$ cat config.mk
export PLATFORM = sky130hd
export DESIGN_NAME = cactus_sprite_renderer
export DESIGN_NICKNAME = d
export VERILOG_FILES = /design/src/rtl/cactus_sprite_renderer.sv
export SDC_FILE = /design/constraint.sdc
export NUM_CORES = 1
export LEC_CHECK = 0
export BUFFER_PORTS_ARGS = -buffer_cell sky130_fd_sc_hd__buf_2
export CAP_MARGIN = 25
export CELL_PAD_IN_SITES_DETAIL_PLACEMENT = 0
export CELL_PAD_IN_SITES_GLOBAL_PLACEMENT = 1
export CORE_AREA = 2 2 83 101
export DETAILED_ROUTE_END_ITERATION = 8
export DIE_AREA = 0 0 85 103
export PLACE_DENSITY_LB_ADDON = 0.1
export RECOVER_POWER = 50
export SYNTH_ARGS = -nofsm -noshare
export SYNTH_HDL_FRONTEND = slang
export SYNTH_SLANG_ARGS = --single-unit
$ cat constraint.sdc
create_clock -name clk -period 5 [get_ports clk]
set_input_delay 0.5 -clock clk [delete_from_list [all_inputs] [get_ports clk]]
set_output_delay 0.5 -clock clk [all_outputs]
set_load 0.05 [all_outputs]
$ cat src/rtl/cactus_sprite_renderer.sv
// Cactus sprite renderer: owns the scrolling cactus position, drives the sprite ROM address
// and emits per-pixel colour 3 cycles after the raster position. Optional `CACTUS_TRANSP_EN`.
module cactus_sprite_renderer #(
    parameter int          SPR_W      = 64,
    parameter int          SPR_H      = 32,
    parameter int          SCREEN_W   = 640,
    parameter int          Y_TOP      = 400,
    parameter int          START_X    = 640,
    parameter int          GAP_FRAMES = 30,
    parameter logic [15:0] TRANSP     = 16'hFFFF
) (
    input  logic        clk,
    input  logic        rst_n,
    input  logic [10:0] hcount,
    input  logic [9:0]  vcount,
    input  logic        frame_tick,
    input  logic        game_run,
    input  logic        restart,
    input  logic [3:0]  speed,
    output logic [11:0] rom_addr,
    input  logic [15:0] rom_data,
    output logic [15:0] pix_rgb,
    output logic        pix_valid,
    output logic [11:0] cactus_x,
    output logic        cactus_on
);
    localparam int CW = $clog2(SPR_W);
    localparam int GW = (GAP_FRAMES > 1) ? $clog2(GAP_FRAMES) : 1;
    localparam logic signed [11:0] WRAP_X = 12'(-SPR_W);

    typedef enum logic [1:0] {IDLE, RUN, RESPAWN} state_t;

    state_t            state, state_nxt;
    logic signed [11:0] x, x_nxt, x_dec;
    logic [GW-1:0]     gap, gap_nxt;
    logic [1:0]        vld_pipe;

    assign x_dec = x - $signed({8'd0, speed});

    always_comb begin
        state_nxt = state;
        x_nxt     = x;
        gap_nxt   = gap;
        if (restart) begin
            state_nxt = RUN;
            x_nxt     = 12'(START_X);
            gap_nxt   = '0;
        end else if (game_run && frame_tick) begin
            case (state)
                IDLE: state_nxt = RUN;
                RUN: begin
                    if (x_dec <= WRAP_X) begin
                        state_nxt = RESPAWN;
                        x_nxt     = 12'(SCREEN_W);
                        gap_nxt   = '0;
                    end else begin
                        x_nxt = x_dec;
                    end
                end
                RESPAWN: begin
                    if (gap == GW'(GAP_FRAMES - 1)) begin
                        state_nxt = RUN;
                        x_nxt     = 12'(SCREEN_W);
                    end else begin
                        gap_nxt = gap + 1'b1;
                    end
                end
                default: state_nxt = IDLE;
            endcase
        end
    end

    // Hit test in 13-bit signed so negative x cannot alias onto large columns.
    logic signed [12:0] hs, xs, xe;
    logic               h_in, v_in, in_box;
    logic [9:0]         dv;
    logic [CW-1:0]      col;
    logic [11:0]        addr_nxt;

    assign hs     = $signed({2'b00, hcount});
    assign xs     = $signed({x[11], x});
    assign xe     = xs + $signed(13'(SPR_W));
    assign h_in   = (hs >= xs) && (hs < xe);
    assign v_in   = (vcount >= 10'(Y_TOP)) && ({1'b0, vcount} < 11'(Y_TOP + SPR_H));
    assign in_box = (state == RUN) && h_in && v_in;
    assign dv     = vcount - 10'(Y_TOP);
    assign col    = hcount[CW-1:0] - x[CW-1:0];
    assign addr_nxt = in_box ? ((12'(dv) << CW) | 12'(col)) : '0;

    always_ff @(posedge clk) begin
        if (!rst_n) begin
            state     <= IDLE;
            x         <= 12'(START_X);
            gap       <= '0;
            rom_addr  <= '0;
            vld_pipe  <= '0;
            pix_rgb   <= '0;
            pix_valid <= 1'b0;
        end else begin
            state    <= state_nxt;
            x        <= x_nxt;
            gap      <= gap_nxt;
            rom_addr <= addr_nxt;
            vld_pipe <= {vld_pipe[0], in_box};
`ifdef CACTUS_TRANSP_EN
            pix_valid <= vld_pipe[1] && (rom_data != TRANSP);
            pix_rgb   <= (vld_pipe[1] && (rom_data != TRANSP)) ? rom_data : '0;
`else
            pix_valid <= vld_pipe[1];
            pix_rgb   <= vld_pipe[1] ? rom_data : '0;
`endif
        end
    end

    assign cactus_x  = x;
    assign cactus_on = (state == RUN);
endmodule

# Word level (Yosys, flattened, before mapping)
# Index checks and enable logic that the tools add are counted.
[totals]
reg_bits = 50
latch_bits = 0
mem_bits_rw = 0
romBits = 0
out_inout_bits = 42
word_cells = 54
memories = 0
[classes]
addsub = 5
mul = 0
div_mod_pow = 0
n_lt_le_gt_ge = 5
n_eq_ne = 8
shift = 0
mux = 11
bitwise = 2
n_reduce_logical = 15
[ops]
columns = ["operator", "count"]
rows = [
  ["12-bit 2-to-1 mux", 2],
  ["12-bit case mux with 2 select lines", 1],
  ["12-bit by 8-bit adder with 13-bit output (second input constant)", 1],
  ["12-bit by 13-bit less-than comparator with 1-bit output", 1],
  ["12-bit >= comparator", 1],
  ["12-bit by 7-bit <= comparator with 1-bit output (second input constant)", 1],
  ["12-bit by 6-bit bitwise OR with 12-bit output", 1],
  ["12-bit by 5-bit subtractor with 12-bit output", 1],
  ["10-bit by 9-bit >= comparator with 1-bit output (second input constant)", 1],
  ["10-bit by 9-bit less-than comparator with 1-bit output (second input constant)", 1],
  ["5-bit 2-to-1 mux", 2],
  ["5-bit case mux with 2 select lines", 1],
  ["3-bit AND reduction", 3],
  ["2-bit case mux with 3 select lines", 1],
  ["6-bit by 5-bit subtractor with 6-bit output (second input constant)", 1],
  ["6-bit subtractor", 1],
  ["5-bit by 1-bit adder with 5-bit output (second input constant)", 1],
  ["5-bit equality test (second input constant)", 1],
  ["1-bit logical AND", 5],
  ["2-bit 2-to-1 mux", 2],
  ["2-bit inequality test (second input constant)", 2],
  ["2-bit AND reduction", 2],
  ["4-bit AND reduction", 1],
  ["2-bit nonzero test", 2],
  ["other kinds (9)", 10],
]

# Logic depth before layout (Yosys ltp)
# Gate-level depths: netlist of run 1.
[logic_depth]
word_depth = 6
ltp_mapped = 12

# Least setup slack after synthesis of run 1
# Ideal clock, no wire load.
[synth_timing]
kind = "register to register"
startpoint = "register x[1] (netlist: cactus_x[1])"
endpoint = "register x[3] (netlist: cactus_x[3])"
setup_ps = 70
arrival_time_ps = 2983
t_required_ps = 4930
slack_ps = 1947
stages_incl_launch_ff = 9
path_buffers = 0
period_less_slack_ps = 3053
path_cell_list = "dfxtp_1 -> ha_1 -> nor2b_1 -> o31a_4 -> or4b_4 -> a22oi_4 -> a31oi_4 -> or4_1 -> a21oi_1"
[synth_via]
elab_chain_cells = 4
[synth_rtl]
columns = ["element", "line_no", "source"]
rows = [
  ["start, declared", "34", "logic signed [11:0] x, x_nxt, x_dec;"],
  ["start signal, assigned", "93", "x <= 12'(START_X);"],
  ["start signal, assigned", "101", "x <= x_nxt;"],
  ["12-bit by 5-bit subtractor with 12-bit output *", "38", "assign x_dec = x - $signed({8'd0, speed});"],
  ["12-bit by 7-bit <= comparator with 1-bit output", "52", "if (x_dec <= WRAP_X) begin"],
  ["12-bit 2-to-1 mux *", "52", ""],
  ["12-bit case mux with 2 select lines *", "49", "case (state)"],
]
# Mark *: on every way between the ends. The rest lies on a longest branch, timed or not.
# A chain may end at the register's enable or synchronous reset.

# Final worst setup path of run 1
[layout_timing]
startpoint = "register x[6] (netlist: cactus_x[6])"
endpoint = "register rom_addr[3]"
[layout_via]
elab_chain_cells = 6
[layout_rtl]
columns = ["element", "line_no", "source"]
rows = [
  ["12-bit by 8-bit adder with 13-bit output", "82", "assign xe = xs + $signed(13'(SPR_W));"],
  ["12-bit by 13-bit less-than comparator with 1-bit output", "83", "assign h_in = (hs >= xs) && (hs < xe);"],
  ["1-bit logical AND *", "83", ""],
  ["1-bit logical AND * (2 in a row)", "85", "assign in_box = (state == RUN) && h_in && v_in;"],
  ["2-bit AND reduction (no line) *", "--", ""],
  ["end signal, assigned", "103", "rom_addr <= addr_nxt;"],
  ["end, declared", "20", "output logic [11:0] rom_addr,"],
]
# Marks and branches as above.

==> flow_metrics.env, run 1 <==
export IMPL_hold_violation_total_from_the_final_report=0
export IMPL_clock_insertion_delay_worst_skew_ns=0.31
export IMPL_sequential_share_of_power_pct=52.9
export IMPL_floorplan_initialDensity_pct=37.78
export IMPL_detail_route_antenna_nets=0
export IMPL_grt_max_degree=23
export IMPL_fp_dieArea_um2=8755
export IMPL_critPathMostFrequentCell="sky130_fd_sc_hd__ha_1"
export IMPL_net_switching_component_of_the_power_mw=0.2127
export IMPL_cts_root_buf="sky130_fd_sc_hd__clkbuf_8"
export IMPL_h_tree_depth=2
export IMPL_core_um2=7883
export IMPL_count_of_filler_cells_inserted_in_the_layout=826
export IMPL_worst_slew_margin_rel_pct=53.75
export IMPL_p_comb_share_pct=13.9
export IMPL_fin_crit_ns=2.967
export IMPL_port_buffer_count=87
export IMPL_postSynthAreaPerCell_um2=9.024
export IMPL_antenna_diode_count=0
export IMPL_ys_warn_count=0
export IMPL_number_of_setup_violations_in_the_final_report=0
export IMPL_yosys_cell_types_count=60
export IMPL_grt_pass1_wl_mm=12.50
export IMPL_timing_critical_path_max_delay_family="simple AND/OR/NAND/NOR gates"
export IMPL_post_synth_top_area_cell="sky130_fd_sc_hd__dfxtp_1"
export IMPL_synth_nets=406
export IMPL_grt_pass1_vias=2572
export IMPL_critical_path_endpoint_type="flip-flop"
export IMPL_clock_sink_count=50
export IMPL_dp_final_hpwl_mm=5.870
export IMPL_post_route_setup_tns_ns=0
export IMPL_routed_via_count=2726
export IMPL_cp_slowest_cell="sky130_fd_sc_hd__dfxtp_1"
export IMPL_drt_pass1_iter_count=5
export IMPL_place_gp_congestion=0.8098
export IMPL_antenna_found_initial=0
export IMPL_synth_yosys_seq_area_share_pct=33.61
export IMPL_layout_setup_ws_ns=2.033
export IMPL_seq_cells_post_synth=50
export IMPL_cellInternalPower_mw=0.5489
export IMPL_timing_max_transition_violations_final=0
export IMPL_route_detailed_vias_per_inst=5.345
export IMPL_synth_edff_count=0
export IMPL_yosys_area_top_type_share_pct=33.61
export IMPL_worst_path_largest_cell_delay_ns=0.59
export IMPL_critical_path_cell_chain="ha_1 > nand3_1 > xnor2_1 > ha_1 > or4_1 > a2111oi_0 > o311ai_1 > buf_4 > nor4b_1"
export IMPL_timing_max_cap_violations=0
export IMPL_peakVddDrop_v=0.0001388
export IMPL_min_delay_path_class="in2reg"
export IMPL_startpoint_type="flip-flop"
export IMPL_power_share_clock_pct=33.2
export IMPL_worstMarginPinSlew_ns=0.6911
export IMPL_async_set_or_reset_register_ratio_after_synthesis_pct=0
export IMPL_tritoncts_clock_tree="yes"
export IMPL_postRouteWirelength_mm=7.605
export IMPL_cts_hold_buffers=0
export IMPL_grt_overflow=0
export IMPL_worst_endpoint_required_ns=5.20
export IMPL_drcViolationCount=0
export IMPL_post_cts_buffers=0
export IMPL_gr_usage_all_layers_pct=17.60
export IMPL_rsz0062_at_grt="false"
export IMPL_power_density_over_the_cells_nw_per_um2=215.8
export IMPL_timing_setup_critical_path_class="reg2reg"
export IMPL_detailedPlace_worstSlack_ns=1.879
export IMPL_clkTransAtPathRegs_ns=0.11
export IMPL_layout_area_overhead_vs_synth_pct=18.49
export IMPL_timing_final_crit_share_pct=59.35
export IMPL_outcome="complete, no violations"
export IMPL_post_cts_resized_instances=0
export IMPL_clock_path_buffers=2
export IMPL_fp_dieH_um=103
export IMPL_area_of_the_mapped_netlist_um2=2978
export IMPL_cp_buffers_inverters=1
export IMPL_die_w_um=85
export IMPL_switching_share_pct=27.93
export IMPL_syn_instance_count=330
export IMPL_clock_fmax_ghz=0.3370
export IMPL_crit_fanout=13
export IMPL_critPathArrivalTime_ns=3.17
export IMPL_cellLeakagePower_nw=1.537
export IMPL_clock_skew_final_ns=0.008534
export IMPL_clock_buffers_created_by_tritoncts=5
export IMPL_num_rows=36
export IMPL_ys_flop_type="sky130_fd_sc_hd__dfxtp_1"
export IMPL_dr_first_iter_drc_count=107
export IMPL_ports_placed_on_the_boundary=88
export IMPL_drive_gt1_share_pct=19.76
export IMPL_wl_per_cell_um=14.91
export IMPL_num_nets_final=490
export IMPL_ys_top_cells_by_area="sky130_fd_sc_hd__dfxtp_1 34%, sky130_fd_sc_hd__ha_1 12%, sky130_fd_sc_hd__and3_1 3.8%, sky130_fd_sc_hd__nor3_1 3.5%, sky130_fd_sc_hd__inv_1 3.3%"
==> cells by family after synthesis <==
kind of cell | share of synthesized area (%)
and+or+nand+nor | 24.96
xor gates and xnor gates | 4.160
adders and majority gates | 13.11
buffers and inverters | 5.882
DFF | 33.61
AOI/OAI and AO/OA | 18.28
==> per-layer routing <==
metal / vias to the layer above / track usage, % / share of wire [%]
met1: 1274 / 22.76 / 44
met5: - / 0 / 0
met4: 0 / 5.861 / 0.91
met3: 6 / 2.722 / 5.3
li1: 1375 / - / -
met2: 71 / 30.05 / 50
==> area by class of cell <==
class | instances | area, um2 | area share, %
tap | 95 | 118.9 | 3.369
inverter | 26 | 97.59 | 2.766
timing repair buffer | 89 | 414.1 | 11.74
multi-input combinational | 242 | 1802 | 51.06
clock buffer | 5 | 68.82 | 1.950
clock inverter | 3 | 26.28 | 0.7447
sequential | 50 | 1001 | 28.37
==> power by group through the flow <==
stage          registers (mW)  clock network (mW)  logic (mW)
3_5_place_dp            0.412                   0       0.107
6_report                0.403               0.253       0.106
2_1_floorplan           0.416                   0      0.0661
5_1_grt                 0.404               0.282       0.119
3_3_place_gp            0.412                   0       0.106
4_1_cts                 0.403               0.264       0.107
==> path summary, 6_finish.rpt <==
path,start,endpoint,slack [ns],cells after the start
max,cactus_x[6]$_SDFFE_PP0P_,rom_addr[3]$_SDFF_PN0_,2.03,9
max reg2reg,cactus_x[6]$_SDFFE_PP0P_,rom_addr[3]$_SDFF_PN0_,2.03,9
min,vcount[4],rom_addr[10]$_SDFF_PN0_,0.41,2
min reg2reg,vld_pipe[0]$_SDFF_PN0_,vld_pipe[1]$_SDFF_PN0_,0.45,1
==> cells in the final DEF, fill, tap and decap left out, types with 7 or more instances in the layout <==
cell type / synthesis / routed
sky130_fd_sc_hd__dfxtp_1: 50 / 50
sky130_fd_sc_hd__nor3b_1: 7 / 7
sky130_fd_sc_hd__buf_2: 0 / 58
sky130_fd_sc_hd__a21oi_1: 11 / 11
sky130_fd_sc_hd__ha_1: 28 / 28
sky130_fd_sc_hd__nor3_1: 21 / 21
sky130_fd_sc_hd__nand3_1: 9 / 9
sky130_fd_sc_hd__nor2_1: 17 / 17
sky130_fd_sc_hd__clkbuf_1: 8 / 29
sky130_fd_sc_hd__o21a_1: 11 / 11
sky130_fd_sc_hd__inv_1: 26 / 26
sky130_fd_sc_hd__o21ai_0: 11 / 11
sky130_fd_sc_hd__and3_1: 18 / 18
sky130_fd_sc_hd__nor2b_1: 9 / 9
sky130_fd_sc_hd__nor4_1: 7 / 7
sky130_fd_sc_hd__nand2_1: 11 / 11
==> stage by stage <==
stage               hold WS (ns)  power, mW  util [%]  std cells  cell area, um2
finish                    0.4127     0.7616     44.76        510            3528
global route              0.3944     0.8050     44.76        510            3528
CTS                       0.3974     0.7742     45.22        510            3565
detailed placement        0.4282     0.5188     44.02        502            3470
global placement          0.4250     0.5182     44.02        502            3470
floorplan                 0.4119     0.4817         -        330            2978
==> cells in the mapped netlist, drive strengths merged, types with 5 or more instances <==
cell type / count
a21o: 5
a21oi: 12
a31oi: 5
a32o: 5
and2: 5
and3: 19
clkbuf: 9
dfxtp: 50
ha: 28
inv: 26
nand2: 11
nand3: 9
nand4: 6
nor2: 17
nor2b: 9
nor3: 21
nor3b: 7
nor4: 7
o21a: 11
o21ai: 11
xnor2: 7
xor2: 5
==> registers in the layout, indices dropped and copies added (netlist names) <==
register and flops:
state 2, vld_pipe 2, cactus_x 12, gap 5
rom_addr 12, pix_valid 1, pix_rgb 16
No activity file was read; power rests on OpenSTA's default activity.
==> run 2: changes to the inputs <==
--- a/config.mk
+++ b/config.mk
@@ -9,9 +9,9 @@
 export CAP_MARGIN = 25
 export CELL_PAD_IN_SITES_DETAIL_PLACEMENT = 0
 export CELL_PAD_IN_SITES_GLOBAL_PLACEMENT = 1
-export CORE_AREA = 2 2 83 101
+export CORE_AREA = 2 2 84 102
 export DETAILED_ROUTE_END_ITERATION = 8
-export DIE_AREA = 0 0 85 103
+export DIE_AREA = 0 0 86 104
 export PLACE_DENSITY_LB_ADDON = 0.1
 export RECOVER_POWER = 50
 export SYNTH_ARGS = -nofsm -noshare
==> constraint.sdc (replaced) <==
create_clock -name clk -period 2.9 [get_ports clk]
set_input_delay 0.29 -clock clk [delete_from_list [all_inputs] [get_ports clk]]
set_output_delay 0.29 -clock clk [all_outputs]
set_load 0.05 [all_outputs]
==> run 2 against run 1 <==
Combinational power is 84% higher; setup slack worse by 1.9 ns; total power is 75% higher; first-iteration DRC count is 15% lower; sequential power is 72% higher; highest routed layer unchanged; wire length is 2.0% higher; critical endpoint is now cactus_x[3]$_SDFFE_PP0P_.
==> flow_metrics.env, run 2 (synthesized netlist as in run 1, its figures left out) <==
export IMPL_peakVddDrop_v=0.0002109
export IMPL_fp_dieH_um=104
export IMPL_clock_fmax_ghz=0.3564
export IMPL_num_rows=36
export IMPL_antenna_diode_count=0
export IMPL_grt_pass1_wl_mm=12.65
export IMPL_layout_area_overhead_vs_synth_pct=25.04
export IMPL_final_instance_area_um2=3724
export IMPL_largest_register_ffs=16
export IMPL_ports_placed_on_the_boundary=88
export IMPL_number_of_setup_violations_in_the_final_report=0
export IMPL_sequential_share_of_power_pct=52.1
export IMPL_grt_overflow=0
export IMPL_clock_skew_final_ns=0.004829
export IMPL_placedInstanceArea_um2=3610
export IMPL_h_tree_depth=2
export IMPL_core_um2=7973
export IMPL_power_density_over_the_cells_nw_per_um2=357.9
export IMPL_clock_sink_count=50
export IMPL_worstHoldEndpoint="rom_addr[10]$_SDFF_PN0_"
export IMPL_timing_setup_critical_path_class="reg2reg"
export IMPL_clock_path_buffers=2
export IMPL_gr_usage_all_layers_pct=17.37
export IMPL_startpoint_type="flip-flop"
export IMPL_reg2reg_to="cactus_x[3]$_SDFFE_PP0P_"
export IMPL_timing_max_transition_violations_final=0
export IMPL_timing_hold_worst_start="vcount[4]"
export IMPL_worst_slew_margin_rel_pct=58.77
export IMPL_clock_insertion_delay_worst_skew_ns=0.31
export IMPL_hold_path_depth=2
export IMPL_largest_register="pix_rgb"
export IMPL_power_share_clock_pct=33.3
export IMPL_cp_slowest_cell="sky130_fd_sc_hd__or4_1"
export IMPL_critical_path_cell_chain="inv_1 > ha_1 > inv_1 > fa_1 > a21o_1 > a21oi_2 > o2111ai_2 > xnor2_4 > a31oi_4 > or4_1 > a21oi_1"
export IMPL_drcViolationCount=0
export IMPL_count_of_filler_cells_inserted_in_the_layout=822
export IMPL_floorplan_initialDensity_pct=37.35
export IMPL_layout_cells_most_common_list="60 x sky130_fd_sc_hd__buf_2, 46 x sky130_fd_sc_hd__dfxtp_1, 28 x sky130_fd_sc_hd__ha_1, 27 x sky130_fd_sc_hd__clkbuf_1, 26 x sky130_fd_sc_hd__inv_1"
export IMPL_detail_route_antenna_nets=0
export IMPL_dp_final_hpwl_mm=6.104
export IMPL_grt_pass1_vias=2596
export IMPL_antenna_found_initial=0
export IMPL_routed_via_count=2709
export IMPL_grt_max_degree=23
export IMPL_port_buffer_count=87
export IMPL_route_detailed_vias_per_inst=5.111
export IMPL_clock_buffers_created_by_tritoncts=5
export IMPL_hold_violation_total_from_the_final_report=0
export IMPL_drive_gt1_share_pct=25.98
export IMPL_worst_r2r_setup_slack_ns=0.09
export IMPL_fin_crit_ns=2.805
export IMPL_dr_first_iter_drc_count=91
export IMPL_clkTransAtPathRegs_ns=0.10
export IMPL_drt_pass1_iter_count=6
export IMPL_switching_share_pct=28.16
export IMPL_wl_per_cell_um=14.64
export IMPL_critPathArrivalTime_ns=3.05
export IMPL_die_w_um=86
export IMPL_cts_hold_buffers=0
export IMPL_timing_max_cap_violations=0
export IMPL_worst_endpoint_required_ns=3.14
export IMPL_num_nets_final=510
export IMPL_timing_final_crit_share_pct=96.74
export IMPL_place_gp_congestion=0.8394
export IMPL_worst_path_largest_cell_delay_ns=0.50
export IMPL_placed_cells_incl_taps=520
export IMPL_critPathMostFrequentCell="sky130_fd_sc_hd__inv_1"
export IMPL_outcome="complete, no violations"
export IMPL_worstMarginPinSlew_ns=0.6211
export IMPL_r2r_worst_path_cells=11
export IMPL_rsz0062_at_grt="true"
export IMPL_tritoncts_clock_tree="yes"
export IMPL_fp_dieArea_um2=8944
export IMPL_net_switching_component_of_the_power_mw=0.3753
export IMPL_postRouteWirelength_mm=7.757
export IMPL_cts_root_buf="sky130_fd_sc_hd__clkbuf_8"
export IMPL_r2r_start="cactus_x[0]$_SDFFE_PP0P_"
export IMPL_layout_commonest_cell="sky130_fd_sc_hd__buf_2"
export IMPL_min_delay_path_class="in2reg"
export IMPL_finish_cell_count_without_fillers=530
export IMPL_critical_path_endpoint_type="flip-flop"
export IMPL_cellInternalPower_mw=0.9575
export IMPL_crit_fanout=8
export IMPL_p_comb_share_pct=14.7
export IMPL_cellLeakagePower_nw=1.645
-- run 2: critical path, delay by kind of cell, from the launching register on --
family | cells | cell delay (ns)
compound gates | 5 | 0.94
fa+ha+maj | 2 | 0.56
simple gates | 1 | 0.50
flops | 1 | 0.33
xor+xnor | 1 | 0.31
buf+inv | 2 | 0.13
-- run 2: cell type report --
class	instances	area [um2]	area share [%]
multi-input combinational	242	1837	49.33
clock inverter	3	28.78	0.7728
inverter	26	97.59	2.621
sequential	50	1006	27.02
tap	95	118.9	3.192
clock buffer	5	68.82	1.848
timing repair buffer	109	566.8	15.22
-- run 2: how the worst max path moves through the flow --
stage,startpoint,endpoint,slack [ns],cells past startpoint
after detailed placement,speed[0],gap[0]$_SDFFE_PP0P_,-0.009,12
after floorplan,cactus_x[3]$_SDFFE_PP0P_,cactus_x[3]$_SDFFE_PP0P_,-0.01,9
after CTS,cactus_x[0]$_SDFFE_PP0P_,cactus_x[3]$_SDFFE_PP0P_,0.0008,11
after global placement,speed[0],cactus_x[5]$_SDFFE_PP0P_,0.03,11
after global routing,cactus_x[0]$_SDFFE_PP0P_,cactus_x[3]$_SDFFE_PP0P_,-0.06,11
final,cactus_x[0]$_SDFFE_PP0P_,cactus_x[3]$_SDFFE_PP0P_,0.09,11
-- run 2: timing repair --
action                     4_1_cts  5_1_grt
setup endpoints to repair        8       19
buffers inserted                 0        2
gates resized for setup          2        6
hold endpoints to repair         0        0
pin swaps                        1        2
-- run 2: metrics by stage --
step | power [mW] | TNS [ns] | utilization (%) | worst slack [ns] | hold WS, ns
floorplan | 0.8307 | -0.01252 | - | -0.01252 | 0.3693
global placement | 0.9015 | 0 | 45.28 | 0.02782 | 0.4196
detailed placement | 0.9010 | -0.009231 | 45.28 | -0.009231 | 0.4280
CTS | 1.356 | 0 | 46.63 | 0.0008331 | 0.1776
global route | 1.399 | -0.05696 | 46.70 | -0.05696 | 0.2000
finish | 1.333 | 0 | 46.70 | 0.09452 | 0.1859
-- run 2: per-layer routing --
| layer | global-route usage, % | share of wire [%] | wire length, um | up-vias |
|---|---|---|---|---|
| li1 | - | - | - | 1415 |
| met1 | 21.23 | 44 | 3446 | 1238 |
| met2 | 31.51 | 50 | 3901 | 52 |
| met3 | 3.175 | 4.8 | 374 | 4 |
| met4 | 3.061 | 0.44 | 34 | 0 |
| met5 | 0 | 0 | 0 | - |
-- run 2: power groups by stage --
stage | registers [mW] | logic [mW] | clock network [mW]
2_1_floorplan | 0.717 | 0.114 | 0
3_3_place_gp | 0.710 | 0.191 | 0
3_5_place_dp | 0.710 | 0.191 | 0
4_1_cts | 0.694 | 0.193 | 0.469
5_1_grt | 0.695 | 0.218 | 0.487
6_report | 0.694 | 0.195 | 0.443
